==> config.mk <==
export PLATFORM = sky130hd
export DESIGN_NAME = clock_divider_prog
export DESIGN_NICKNAME = d
export VERILOG_FILES = /design/src/rtl/clock_divider_prog.sv
export SDC_FILE = /design/constraint.sdc
export NUM_CORES = 1
export LEC_CHECK = 0
export ABC_AREA = 1
export ABC_CLOCK_PERIOD_IN_PS = 2340
export BUFFER_PORTS_ARGS = -buffer_cell sky130_fd_sc_hd__buf_2
export CORE_AREA = 2 2 142 144
export CTS_BUF_LIST = sky130_fd_sc_hd__clkbuf_8
export DETAILED_ROUTE_END_ITERATION = 7
export DIE_AREA = 0 0 144 146
export PLACE_DENSITY = 0.65
export SLEW_MARGIN = 20
export SYNTH_ARGS = -nofsm -noshare
export SYNTH_HDL_FRONTEND = slang
export SYNTH_SLANG_ARGS = --single-unit
export TNS_END_PERCENT = 10
==> constraint.sdc <==
create_clock -name CLK6_25MHZ -period 2.34 [get_ports CLK6_25MHZ]
set_input_delay 0.468 -clock CLK6_25MHZ [delete_from_list [all_inputs] [get_ports CLK6_25MHZ]]
set_output_delay 0.468 -clock CLK6_25MHZ [all_outputs]
set_load 0.01 [all_outputs]
==> src/rtl/clock_divider_prog.sv <==
// Multi-channel runtime-programmable clock divider with per-channel 50% clock and rising-edge tick.
// Optional CLKDIV_PHASE_SYNC_EN adds a sync_all input that realigns every enabled channel.
module clock_divider_prog #(
  parameter int unsigned NUM_CH       = 4,
  parameter int unsigned DIV_WIDTH    = 16,
  parameter int unsigned CH_SEL_W     = 2,
  parameter int unsigned DEFAULT_HALF = 25
) (
  input  logic                 CLK6_25MHZ,
  input  logic                 reset,
  input  logic [NUM_CH-1:0]    ch_en,
`ifdef CLKDIV_PHASE_SYNC_EN
  input  logic                 sync_all,
`endif
  input  logic                 cfg_valid,
  output logic                 cfg_ready,
  input  logic [CH_SEL_W-1:0]  cfg_ch,
  input  logic [DIV_WIDTH-1:0] cfg_half,
  output logic [NUM_CH-1:0]    clk_out,
  output logic [NUM_CH-1:0]    tick
);

  localparam logic [DIV_WIDTH-1:0] DefHalf = DIV_WIDTH'(DEFAULT_HALF);

  logic [DIV_WIDTH-1:0] cnt_q    [NUM_CH];
  logic [DIV_WIDTH-1:0] cnt_d    [NUM_CH];
  logic [DIV_WIDTH-1:0] half_q   [NUM_CH];
  logic [DIV_WIDTH-1:0] half_d   [NUM_CH];
  logic [DIV_WIDTH-1:0] shadow_q [NUM_CH];
  logic [DIV_WIDTH-1:0] shadow_d [NUM_CH];
  logic [NUM_CH-1:0]    pend_q, pend_d;
  logic [NUM_CH-1:0]    clk_q, clk_d;
  logic [NUM_CH-1:0]    tick_q, tick_d;
  logic                 sync;
  logic                 cfg_fire;

`ifdef CLKDIV_PHASE_SYNC_EN
  assign sync = sync_all;
`else
  assign sync = 1'b0;
`endif

  // Out-of-range channel indices are always ready so the source never stalls on them.
  always_comb begin
    cfg_ready = 1'b0;
    if (!reset) begin
      if (32'(cfg_ch) >= NUM_CH) begin
        cfg_ready = 1'b1;
      end else begin
        cfg_ready = ~pend_q[cfg_ch];
      end
    end
  end

  assign cfg_fire = cfg_valid & cfg_ready;

  always_comb begin
    pend_d = pend_q;
    clk_d  = clk_q;
    tick_d = '0;
    for (int i = 0; i < NUM_CH; i++) begin
      cnt_d[i]    = cnt_q[i];
      half_d[i]   = half_q[i];
      shadow_d[i] = shadow_q[i];
      if (!ch_en[i] || sync) begin
        cnt_d[i] = '0;
        clk_d[i] = 1'b0;
        if (pend_q[i]) begin
          half_d[i] = shadow_q[i];
          pend_d[i] = 1'b0;
        end
      end else if (cnt_q[i] == half_q[i]) begin
        // Boundary: toggle on the old count, new count governs the next half-period.
        cnt_d[i]  = '0;
        clk_d[i]  = ~clk_q[i];
        tick_d[i] = ~clk_q[i];
        if (pend_q[i]) begin
          half_d[i] = shadow_q[i];
          pend_d[i] = 1'b0;
        end
      end else begin
        cnt_d[i] = cnt_q[i] + DIV_WIDTH'(1);
      end
      // A transfer only happens with pend_q clear, so it never races the apply above.
      if (cfg_fire && (32'(cfg_ch) == i)) begin
        shadow_d[i] = cfg_half;
        pend_d[i]   = 1'b1;
      end
    end
  end

  always_ff @(posedge CLK6_25MHZ) begin
    if (reset) begin
      for (int i = 0; i < NUM_CH; i++) begin
        cnt_q[i]    <= '0;
        half_q[i]   <= DefHalf;
        shadow_q[i] <= '0;
      end
      pend_q <= '0;
      clk_q  <= '0;
      tick_q <= '0;
    end else begin
      cnt_q    <= cnt_d;
      half_q   <= half_d;
      shadow_q <= shadow_d;
      pend_q   <= pend_d;
      clk_q    <= clk_d;
      tick_q   <= tick_d;
    end
  end

  assign clk_out = clk_q;
  assign tick    = tick_q;

endmodule
==> results.md <==
- Status: finished clean
- Vias in the first global route: 7705
- Switch Pwr: 1760 uW
- Mapped cell area: 9530 sq um
- Mapped Nets: around 1500
- Initial Util: 0.493
- Highest clock rate: 509 MHz
- Area grow syn2layout: 11.3%
- Worst slew pin tran: 0.559 ns
- Flop pwr share: 0.504
- Synth top area share: 0.428
- GR Util All Layers: 0.203
- Post-layout minimum cycle time: 1.96 ns
- Data required, critical path: 2.80 ns
- Antenna violation net count after detailed routing: 0
- Setup CP Type: flop to flop
- Drt pass-1 iters: 4
- Final setup viols: 0
- Sw frac: 0.246
- Commonest non-fill, non-tap cell in the layout: nand2_1
- Die ar.: between 20000 and 25000 sq um
- Setup Fix Bufs, Post-CTS: 0
- First-pass GRT wire length: about 35000 microns
- Commonest cells after routing, fill and taps aside: nand2_1, nor2_1, inv_1
- Drt initial violations: 471
- WL/cell: 11.4 microns
- Slew Limit Fails: 0
- Max-Cap Viols: 0
- Drt total wl: 20700 microns
- VDD IR max: roughly 0.47 mV
- Root Driver: clkbuf_8
- Distinct cells, synth: 26
- Fin. Hold Viols: 0
- H-tree Lvls: 2
- Clock power share: 0.428
- CTS resizes: 0
- Vias after detailed routing: 8497
- CORE AREA: 19300 sq um
- Clock Pin Slew Worst Setup and Hold Paths: 0.06 ns
- Share of layout cells above drive strength 1: 0.0725
- Buffers on Ports: 33
- Internal: 5390 uW
- Row cnt: 51
- Slew headroom: 0.627
- Syn. warnings: 0
- Top cells by area, synth: dfxtp_1, nand2_1, nor2_1
- Tcrit/Tclk final: 0.839
- Clock Path Buffers: 3
- Crit-path max FO: 18
- Worst setup SP type: flop
- Final RePlAce weighted congestion: 0.799
- Pwr Density: about 670 nW/um^2
- Final HPWL DP: 14300 microns
- Leak Pwr: 0.00491 uW
- Largest net degree at the start of global routing: 53
- Num ports: 34
- DIE WIDTH: 144 microns
- Hold Crit Class: input pin to flop
- Sequential fraction of the synthesis area: 0.428
- Setup TNS Final: 0 ns
- CP Capture Type: flop
- # hold bufs at CTS: 0
- Chip height: 146 microns
- Syn_area_per_cell: 6.39 sq um
- Latest clock arrival within the worst-skew pair: 0.52 ns
- #FFs+latches synth: 204
- Power Total: 7140 uW
- Initial antenna violation count: 1
- Avg Vias per Cell: around 4.7
- Gate power share: 0.068
- Gr ovfl total: 0
- Mapped Cells: 1492
- Setup repair after global routing missed its margin: false
- Drt drc: 0
- Crit path DAT: approximately 2.4 ns
- Final #Nets: 1557
- Clk sinks: 204
- Worst Clk Skew: around 0.019 ns
- CTS tree: built
- Dominant cell type by area after synthesis: dfxtp_1
- CTS Buf Count: 36
==> kinds of logic after synthesis <==
kind of cell	after synthesis	share of synthesized area
AOI/OAI and AO/OA	98	0.0526
xor gates and xnor gates	26	0.0239
adders and majority gates	4	0.00525
buffers and inverters	258	0.106
DFF	204	0.428
and+or+nand+nor	902	0.384
==> routing by layer <==
layer  track usage  part of all wire  vias up
met3        0.0392             0.048       31
met4        0.0632             0.018        0
met2         0.327              0.46      123
met5             0                 0        -
met1         0.273              0.48     3719
li1              -                 -     4624
==> synthesized netlist by cell type (all sizes together) <==
master / instances
or2: 2
xor2: 25
nand3b: 1
a31oi: 1
dfxtp: 204
nand3: 97
nand2: 460
clkbuf: 19
nor3b: 4
nor2: 284
o31ai: 2
a211oi: 2
xnor2: 1
a21oi: 81
ha: 4
o21ai: 12
buf: 40
inv: 199
nand4: 20
nor4: 3
nor3: 31
==> stage by stage <==
stage	instances	utilization	hold slack, ns	cell area (sq um)	setup slack, ns
2_1_floorplan	1492	-	0.430	9530	0.631
3_3_place_gp	1755	0.515	0.444	9960	0.455
3_5_place_dp	1755	0.515	0.454	9960	0.383
4_1_cts	1810	0.549	0.204	10600	0.378
5_1_grt	1810	0.549	0.233	10600	0.112
6_report	1811	0.549	0.222	10600	0.376
==> sequential cells by signal (all words and copies together), names as in the netlist <==
signal and cells:
half_q 64, shadow_q 64, cnt_q 64, pend_q 4, tick 4, clk_out 4
==> power groups by stage <==
stage	logic, uW	clock network [uW]	registers (uW)
2_1_floorplan	351	0	3660
3_3_place_gp	482	0	3670
3_5_place_dp	488	0	3670
4_1_cts	490	3160	3600
5_1_grt	560	3320	3610
6_report	487	3050	3600
==> final cells by class <==
type / count / area [sq um]
clock buffers: 44 / 606
flip-flops and latches: 204 / 4080
diodes: 1 / 2.50
multi-input cells: 1030 / 4440
well taps: 265 / 332
clock inverters: 11 / 43.8
repair buffers: 57 / 358
fillers: 1958 / 8720
inverters: 199 / 748
==> critical path: stages (launching register included) <==
cell and delay [ns]:
dfxtp_1 0.40, inv_1 0.08, nand2_1 0.06, nand2_1 0.05
nor2_1 0.12, nand2_1 0.07, nor2_1 0.09, nand2_1 0.11
nand2_1 0.44, buf_4 0.29, a21oi_1 0.08, nor2_1 0.11
==> worst paths after layout <==
check          startpoint           end  slack, ns  depth (start not counted)
max              cnt_q[3]    half_q[13]       0.38                         11
min              ch_en[1]       tick[1]       0.22                          3
max reg2reg      cnt_q[3]    half_q[13]       0.38                         11
min reg2reg  shadow_q[52]  shadow_q[52]       0.46                          2
(Power assumes the default switching activity.)
